### src/rtl/rf_wb_arbiter.sv
// Purpose : write-port controller for the 32x32 register file; round-robin
//           arbitration of two writeback requesters plus a pending-write scoreboard.
// Latency : one cycle from a request handshake to rf_wen/rf_waddr/rf_wdata.
// Backpressure: the output stage drains every cycle, so a sole valid requester is
//           always granted; under contention the loser waits while the winner is granted.
//
// Ports:
//   clk, rst                      clock and synchronous active-high reset
//   alloc_valid/addr/ready        destination-register reservation from issue
//   chk_addr1/2 -> busy1/2        hazard lookup of source registers (combinational)
//   reqN_valid/addr/data/ready    writeback requesters (0 = ALU, 1 = memory)
//   rf_wen/rf_waddr/rf_wdata      registered register-file write port
//   err                           sticky protocol error (write without reservation,
//                                 or both requesters targeting the same register)
module rf_wb_arbiter #(
  parameter int DATA_WIDTH = 32,
  parameter int ADDR_WIDTH = 5
) (
  input  logic                  clk,
  input  logic                  rst,
  input  logic                  alloc_valid,
  input  logic [ADDR_WIDTH-1:0] alloc_addr,
  output logic                  alloc_ready,
  input  logic [ADDR_WIDTH-1:0] chk_addr1,
  input  logic [ADDR_WIDTH-1:0] chk_addr2,
  output logic                  busy1,
  output logic                  busy2,
  input  logic                  req0_valid,
  input  logic [ADDR_WIDTH-1:0] req0_addr,
  input  logic [DATA_WIDTH-1:0] req0_data,
  output logic                  req0_ready,
  input  logic                  req1_valid,
  input  logic [ADDR_WIDTH-1:0] req1_addr,
  input  logic [DATA_WIDTH-1:0] req1_data,
  output logic                  req1_ready,
  output logic                  rf_wen,
  output logic [ADDR_WIDTH-1:0] rf_waddr,
  output logic [DATA_WIDTH-1:0] rf_wdata,
  output logic                  err
);

  localparam int NREG = 1 << ADDR_WIDTH;

  logic [NREG-1:0]       busy_q, busy_d;
  logic                  rr_ptr_q, rr_ptr_d;   // 0: requester 0 favoured
  logic                  rf_wen_q, rf_wen_d;
  logic [ADDR_WIDTH-1:0] rf_waddr_q, rf_waddr_d;
  logic [DATA_WIDTH-1:0] rf_wdata_q, rf_wdata_d;
  logic                  err_q, err_d;

  logic                  grant0, grant1, grant_any;
  logic [ADDR_WIDTH-1:0] gnt_addr;
  logic [DATA_WIDTH-1:0] gnt_data;
  logic                  clr_hit;
  logic                  same_addr_clash;

  always_comb begin
    // Arbitration: a lone requester always wins; the pointer breaks ties.
    grant0    = req0_valid && (!req1_valid || !rr_ptr_q);
    grant1    = req1_valid && (!req0_valid ||  rr_ptr_q);
    grant_any = grant0 || grant1;
    gnt_addr  = grant1 ? req1_addr : req0_addr;
    gnt_data  = grant1 ? req1_data : req0_data;

    req0_ready = grant0;
    req1_ready = grant1;

    busy1 = busy_q[chk_addr1];
    busy2 = busy_q[chk_addr2];

    // Refuse a reservation whose bit is being cleared by this cycle's write,
    // so a set and a clear never land on the same bit at the same edge. This
    // matters even when the bit is already clear (unreserved write in flight).
    clr_hit     = rf_wen_q && (rf_waddr_q == alloc_addr);
    alloc_ready = alloc_valid &&
                  ((alloc_addr == '0) || (!busy_q[alloc_addr] && !clr_hit));

    same_addr_clash = req0_valid && req1_valid &&
                      (req0_addr == req1_addr) && (req0_addr != '0);
  end

  always_comb begin
    rr_ptr_d = rr_ptr_q;
    if (grant0) rr_ptr_d = 1'b1;
    if (grant1) rr_ptr_d = 1'b0;

    // Address 0 is granted (the requester is released) but never written.
    rf_wen_d   = grant_any && (gnt_addr != '0);
    rf_waddr_d = grant_any ? gnt_addr : rf_waddr_q;
    rf_wdata_d = grant_any ? gnt_data : rf_wdata_q;

    // Clear lands on the same edge as the register-file write.
    busy_d = busy_q;
    if (rf_wen_q) busy_d[rf_waddr_q] = 1'b0;
    if (alloc_ready && (alloc_addr != '0)) busy_d[alloc_addr] = 1'b1;
    busy_d[0] = 1'b0;

    err_d = err_q;
    if (grant_any && (gnt_addr != '0) && !busy_q[gnt_addr]) err_d = 1'b1;
    if (same_addr_clash) err_d = 1'b1;
  end

  always_ff @(posedge clk) begin
    if (rst) begin
      busy_q     <= '0;
      rr_ptr_q   <= 1'b0;
      rf_wen_q   <= 1'b0;
      rf_waddr_q <= '0;
      rf_wdata_q <= '0;
      err_q      <= 1'b0;
    end else begin
      busy_q     <= busy_d;
      rr_ptr_q   <= rr_ptr_d;
      rf_wen_q   <= rf_wen_d;
      rf_waddr_q <= rf_waddr_d;
      rf_wdata_q <= rf_wdata_d;
      err_q      <= err_d;
    end
  end

  assign rf_wen   = rf_wen_q;
  assign rf_waddr = rf_waddr_q;
  assign rf_wdata = rf_wdata_q;
  assign err      = err_q;

endmodule

### config.mk
export PLATFORM = sky130hd
export DESIGN_NAME = rf_wb_arbiter
export DESIGN_NICKNAME = d
export VERILOG_FILES = /design/src/rtl/rf_wb_arbiter.sv
export SDC_FILE = /design/constraint.sdc
export NUM_CORES = 1
export LEC_CHECK = 0
export CAP_MARGIN = 20
export CORE_UTILIZATION = 41
export DETAILED_ROUTE_END_ITERATION = 6
export PLACE_DENSITY_LB_ADDON = 0.12
export SKIP_CTS_REPAIR_TIMING = 1
export SLEW_MARGIN = 20
export SYNTH_ARGS = -nofsm -noshare
export SYNTH_HDL_FRONTEND = slang
export SYNTH_SLANG_ARGS = --single-unit
### constraint.sdc
create_clock -name clk -period 4.4 [get_ports clk]
set_input_delay 0.44 -clock clk [delete_from_list [all_inputs] [get_ports clk]]
set_output_delay 0.44 -clock clk [all_outputs]
set_load 0.05 [all_outputs]
==> results of run 1 <==
-- layer usage --
metal / global-route usage, % / vias to the layer above / routed length, um
met1: 35.60 / 2296 / 6516
met4: 12.33 / 0 / 503
li1: - / 2230 / -
met5: 0 / - / 0
met2: 43.27 / 259 / 7363
met3: 5.847 / 41 / 1421
-- state kept, by name, summed over array words and instances (netlist names) --
register	cells
err	1
rf_waddr	5
busy_q	31
rf_wen	1
rr_ptr_q	1
rf_wdata	32
-- final cells by class --
type / instances / share of cell area, %
multi-input combinational: 429 / 48.13
timing repair buffer: 144 / 22.91
tap: 140 / 2.814
inverter: 4 / 0.2412
clock inverter: 4 / 0.9043
clock buffer: 12 / 2.170
sequential: 71 / 22.83
-- report_power, final --
group / total [mW] / internal, mW / switching, mW
clock network: 0.528 / 0.266 / 0.263
registers: 0.715 / 0.678 / 0.0367
logic: 0.495 / 0.211 / 0.284
-- cell families after synthesis --
family                 count (synthesis)
AND/OR/NAND/NOR                      247
AO/OA/AOI/OAI                        119
XOR/XNOR                               9
flip-flops                            71
buffers and inverters                 49
multiplexers                          54
-- worst reg2reg max path, stage by stage (launching register included) --
cell                        delay (ns)
sky130_fd_sc_hd__dfxtp_1          0.35
sky130_fd_sc_hd__nand2b_1         0.17
sky130_fd_sc_hd__nand2_2          0.27
sky130_fd_sc_hd__inv_1            0.66
sky130_fd_sc_hd__a2111oi_0        0.19
sky130_fd_sc_hd__a311oi_1         0.32
sky130_fd_sc_hd__o211ai_1         0.13
sky130_fd_sc_hd__a31oi_1          0.22
sky130_fd_sc_hd__o41ai_1          0.11
-- placed cells by master, fill, tap and decap left out, types with 6 or more instances in the layout --
cell	count
sky130_fd_sc_hd__nand3_1	9
sky130_fd_sc_hd__a211oi_1	7
sky130_fd_sc_hd__clkdlybuf4s50_1	134
sky130_fd_sc_hd__clkbuf_8	9
sky130_fd_sc_hd__nand3b_1	17
sky130_fd_sc_hd__xnor2_1	6
sky130_fd_sc_hd__a21oi_1	7
sky130_fd_sc_hd__dfxtp_1	71
sky130_fd_sc_hd__nor2_1	52
sky130_fd_sc_hd__buf_4	8
sky130_fd_sc_hd__mux2_2	11
sky130_fd_sc_hd__nand2_1	118
sky130_fd_sc_hd__o21ai_0	45
sky130_fd_sc_hd__a311oi_1	35
sky130_fd_sc_hd__mux4_2	31
sky130_fd_sc_hd__mux2i_1	12
sky130_fd_sc_hd__nor2b_1	21
-- through the flow --
stage,setup slack (ns),instance area (um^2)
final,0.7157,6226
after global routing,0.5923,6226
after CTS,0.6938,6226
after detailed placement,0.6963,6035
after global placement,0.7562,6035
after floorplan,1.647,4603
-- path summary, 6_finish.rpt --
kind / startpoint / endpoint / depth (start not counted)
worst max register to register: rr_ptr_q$_SDFFE_PP0P_ / err$_SDFFE_PP0P_ / 8
worst min-delay path: rr_ptr_q$_SDFFE_PP0P_ / rr_ptr_q$_SDFFE_PP0P_ / 2
worst max-delay path: chk_addr2[0] / busy2 / 5
worst min register to register: rr_ptr_q$_SDFFE_PP0P_ / rr_ptr_q$_SDFFE_PP0P_ / 2
==> reports/results.tsv, run 1 <==
metric	value	unit
outcome	completed	
post-synthesis share of cell area spent on full adders, half adders and majority gates	0	%
area of the die	0.01166	mm^2
count of maximum capacitance violations	0	
leakage dissipation	2.240	nW
H-tree depth	3	
via count	4826	
largest family of logic cells by synthesized area	simple AND/OR/NAND/NOR gates	
CP Max Fanout	9	
Starting DRT DRC Count	399	
Syn Nets	643	
Initial Util	42.28	%
Die Height	108.0	um
multiplexer fraction of the synthesized cell area	20.47	%
headroom to the max-slew limit	31.72	%
Clk Latency, worst-skew pair	0.36	ns
Hold Fails Final Rpt	0	
top cells by area in the synthesized netlist	sky130_fd_sc_hd__dfxtp_1 (31%), sky130_fd_sc_hd__mux4_2 (15%), sky130_fd_sc_hd__nand2_1 (9.7%), sky130_fd_sc_hd__a311oi_1 (6.7%), sky130_fd_sc_hd__o21ai_0 (4.9%)	
Total Routing Usage GR	27.29	%
cell family contributing the most delay on the critical path	buffers and inverters	
Row Count	38	
startpoint type of the worst setup path	primary input	
area growth from synthesis to layout	35.25	%
part of the Yosys area used for sequential elements	30.88	%
maximum cell stage delay along the critical path	0.77	ns
vias in the first global route	4594	
CP cell instances	clkdlybuf4s50_1, mux4_2, mux4_2, mux2_2, clkdlybuf4s50_1	
most frequent cell after synthesis	sky130_fd_sc_hd__nand2_1	
capturing element type of the critical path	output port	
register-to-register setup slack	1.88	ns
XOR/XNOR Fraction of Synth Area	1.712	%
fillers	1014	
Post-Syn Area per Cell	8.385	um^2
TritonCTS clock tree	built	
maximum root-to-sink buffer count	2	
flip-flop and latch count after synthesis	71	
slowest stage cell on the critical path	sky130_fd_sc_hd__clkdlybuf4s50_1	
most numerous cell types in the synthesized netlist	sky130_fd_sc_hd__nand2_1 (119), sky130_fd_sc_hd__dfxtp_1 (71), sky130_fd_sc_hd__nor2_1 (52)	
top-level port count	138	
x dimension of the die	108.0	um
share of synthesized flip-flops with an asynchronous set or reset	0	%
DRC Markers	0	
multi-input combinational cell area	0.002997	mm^2
fmax	271.4	MHz
final setup violating endpoints	0	
Least-Margin Pin Slew	1.024	ns
Power Density	279.2	mW/mm^2
routed wirelength normalized by instance count	19.66	um
area taken by flip-flops and latches	0.001421	mm^2
final standard cell utilization of the core	57.18	%
Final Max Slew Viols	0	
RSZ-0062 raised after global routing	no	
Final Non-Filler Cells	804	
layout net count	753	
share of the synthesized area in the top cell type	30.88	%
gr ovfl total	0	
antenna violations before repair	0	
Worst EP arrival	3.24	ns
setup TNS after final layout	0	ns
placed instance count	788	
total iterations of the first detailed-routing run	5	
Floorplan Core Area	0.01089	mm^2
critical path type	primary input to output port	
Crit path buffers/inverters	2	
compound-cell area share of the yosys netlist	18.08	%
worst hold slack	0.4874	ns
fraction of layout instances using a drive strength above 1	11.14	%
Worst EP required	3.96	ns
GP Congestion	0.9096	
# diodes	0	
number of buffers inserted during clock tree synthesis	9	
path type of the worst min-delay path	register to register	
crit share post-route	83.73	%
number of enable-type register cells in the synthesized netlist	0	
gate count after technology mapping	549	
clock transition at the registers of the reported paths	0.08	ns
Synth area leader	sky130_fd_sc_hd__dfxtp_1	
final critical-path required period	3.684	ns
Final HPWL DP	11.20	mm
post-detailed-route count of antenna-violating nets	0	
routed vias/inst	6.002	
Synth Area in Simple Gates	24.79	%
root buffer cell	sky130_fd_sc_hd__clkbuf_8	
Final Routed Wirelength	15.80	mm
Sink Count	71	
primary flip-flop cell chosen by synthesis mapping	sky130_fd_sc_hd__dfxtp_1	
count of yosys warnings during synthesis	0	
distinct cell type count after synthesis	47	
count of input and output buffers	137	
worst supply voltage drop on vdd	0.1679	mV
overall power consumption	1.738	mW
wire length of the first global-routing pass	24.36	mm
skew final	0.008892	ns
pin count of the biggest net entering global routing	59	
cell area after synthesis	0.004603	mm^2
(Power assumes the default switching activity.)
==> run 2, diff against run 1 <==
Clock period 4.4 ns to 3.7 ns, I/O delays scaled along.
==> run 2 against run 1 <==
Wire length hardly changed. Utilization up 0.26 points. Register-to-register slack worse by 0.54 ns. Sequential share of layout area down 0.11 points. Setup slack got worse by 0.22 ns. Combinational power grew 21%. Die area unchanged. Clock power increased by 19%. Sequential power up 18%. Clock skew hardly changed. Largest cell class unchanged.
==> reports/results.tsv, run 2 (synthesized netlist as in run 1, its figures left out) <==
metric	value	unit
routed wirelength normalized by instance count	19.58	um
worst supply voltage drop on vdd	0.1924	mV
area growth from synthesis to layout	35.88	%
placed instance count	791	
Initial Util	42.28	%
capture instance of the worst register-to-register path	busy_q[3]$_SDFF_PP0_	
Least-Margin Pin Slew	0.8358	ns
maximum root-to-sink buffer count	2	
DRC Markers	0	
vias in the first global route	4733	
headroom to the max-slew limit	44.28	%
setup TNS after final layout	0	ns
total iterations of the first detailed-routing run	6	
final critical-path required period	3.201	ns
outcome	completed	
Row Count	38	
capturing element type of the critical path	output port	
leakage dissipation	2.257	nW
area of all placed cells without fillers	0.006255	mm^2
flip-flop count of the largest register, all copies and words added	32	
pin count of the biggest net entering global routing	46	
fmax	312.4	MHz
top-level port count	138	
# diodes	0	
antenna violations before repair	0	
placed cell area	0.006065	mm^2
wire length of the first global-routing pass	24.83	mm
worst reg-to-reg path cell count	7	
clock transition at the registers of the reported paths	0.08	ns
CP endpoint	alloc_ready	
Power Density	331.4	mW/mm^2
Final Max Slew Viols	0	
skew final	0.008853	ns
post-detailed-route count of antenna-violating nets	0	
Floorplan Core Area	0.01089	mm^2
Sink Count	71	
Total Routing Usage GR	27.74	%
layout net count	756	
H-tree depth	3	
x dimension of the die	108.0	um
Final Non-Filler Cells	807	
Starting DRT DRC Count	431	
gr ovfl total	0	
Worst EP required	3.33	ns
Worst EP arrival	2.83	ns
GP Congestion	0.9544	
count of input and output buffers	137	
path type of the worst min-delay path	register to register	
startpoint type of the worst setup path	primary input	
Crit. Startpoint	alloc_addr[0]	
crit share post-route	86.51	%
commonest cells after routing, fill and taps aside	sky130_fd_sc_hd__clkdlybuf4s50_1 (132), sky130_fd_sc_hd__nand2_1 (118), sky130_fd_sc_hd__dfxtp_1 (71)	
number of buffers inserted during clock tree synthesis	9	
via count	4835	
area of the die	0.01166	mm^2
Clk Latency, worst-skew pair	0.36	ns
startpoint of the lowest-slack register-to-register path	busy_q[23]$_SDFF_PP0_	
register-to-register setup slack	1.34	ns
RSZ-0062 raised after global routing	no	
fraction of layout instances using a drive strength above 1	11.99	%
Hold Fails Final Rpt	0	
count of maximum capacitance violations	0	
CP Max Fanout	17	
routed vias/inst	5.991	
Final Routed Wirelength	15.81	mm
TritonCTS clock tree	built	
Die Height	108.0	um
root buffer cell	sky130_fd_sc_hd__clkbuf_8	
final setup violating endpoints	0	
most common library cell in the layout ignoring fill and taps	sky130_fd_sc_hd__clkdlybuf4s50_1	
Final HPWL DP	11.38	mm
critical path type	primary input to output port	
## run 2: cell count changes in the layout (fill, tap and decap cells not counted)
cell	previous run	this run
sky130_fd_sc_hd__clkinv_2	0	1
sky130_fd_sc_hd__clkinv_4	3	1
sky130_fd_sc_hd__clkbuf_1	3	2
sky130_fd_sc_hd__buf_4	8	12
sky130_fd_sc_hd__clkinvlp_4	0	2
sky130_fd_sc_hd__buf_12	1	2
sky130_fd_sc_hd__clkdlybuf4s50_1	134	132
## run 2: stage by stage
step	util, %	total power [mW]	setup slack (ns)	hold slack [ns]
after floorplan	-	1.205	1.087	0.4547
after global placement	55.70	1.451	0.5438	0.4773
after detailed placement	55.70	1.459	0.5418	0.4736
after CTS	57.45	2.081	0.5259	0.4908
after global routing	57.45	2.162	0.3811	0.5213
final	57.45	2.073	0.4991	0.4844
## run 2: how the worst min path moves through the flow
stage                     startpoint                    end  slack, ns  depth (start not counted)
2_1_floorplan  rr_ptr_q$_SDFFE_PP0P_  rr_ptr_q$_SDFFE_PP0P_       0.45                          2
3_3_place_gp   rr_ptr_q$_SDFFE_PP0P_  rr_ptr_q$_SDFFE_PP0P_       0.48                          2
3_5_place_dp   rr_ptr_q$_SDFFE_PP0P_  rr_ptr_q$_SDFFE_PP0P_       0.47                          2
4_1_cts        rr_ptr_q$_SDFFE_PP0P_  rr_ptr_q$_SDFFE_PP0P_       0.49                          2
5_1_grt        rr_ptr_q$_SDFFE_PP0P_  rr_ptr_q$_SDFFE_PP0P_       0.52                          2
6_report       rr_ptr_q$_SDFFE_PP0P_  rr_ptr_q$_SDFFE_PP0P_       0.48                          2
## run 2: where the power goes
group          internal (mW)  total (mW)  switching (mW)
registers              0.806       0.847          0.0409
clock network          0.312       0.629           0.317
logic                  0.255       0.597           0.342
## run 2: routing by layer
metal	share of wire, %	wire length, um	global-route usage (%)	vias to the layer above
met5	0	0	0	-
met3	8.8	1387	6.329	41
li1	-	-	-	2236
met1	41	6520	36.80	2319
met2	47	7432	43.18	239
met4	2.9	465	12.04	0
## run 2: cell type report
| type | count | area, um^2 |
|---|---|---|
| Fill cell | 1012 | 4633 |
| Multi-Input combinational cell | 429 | 2997 |
| Timing Repair Buffer | 147 | 1456 |
| Sequential cell | 71 | 1421 |
| Tap cell | 140 | 175.2 |
| Clock buffer | 11 | 131.4 |
| Clock inverter | 5 | 58.81 |
| Inverter | 4 | 15.01 |
## run 2: critical path: stages
cell and delay [ns]:
sky130_fd_sc_hd__clkdlybuf4s50_1 0.55, sky130_fd_sc_hd__buf_4 0.29, sky130_fd_sc_hd__mux4_2 0.55, sky130_fd_sc_hd__a22o_1 0.26, sky130_fd_sc_hd__a21oi_4 0.26, sky130_fd_sc_hd__o221a_2 0.28, sky130_fd_sc_hd__a31o_2 0.14, sky130_fd_sc_hd__buf_12 0.14
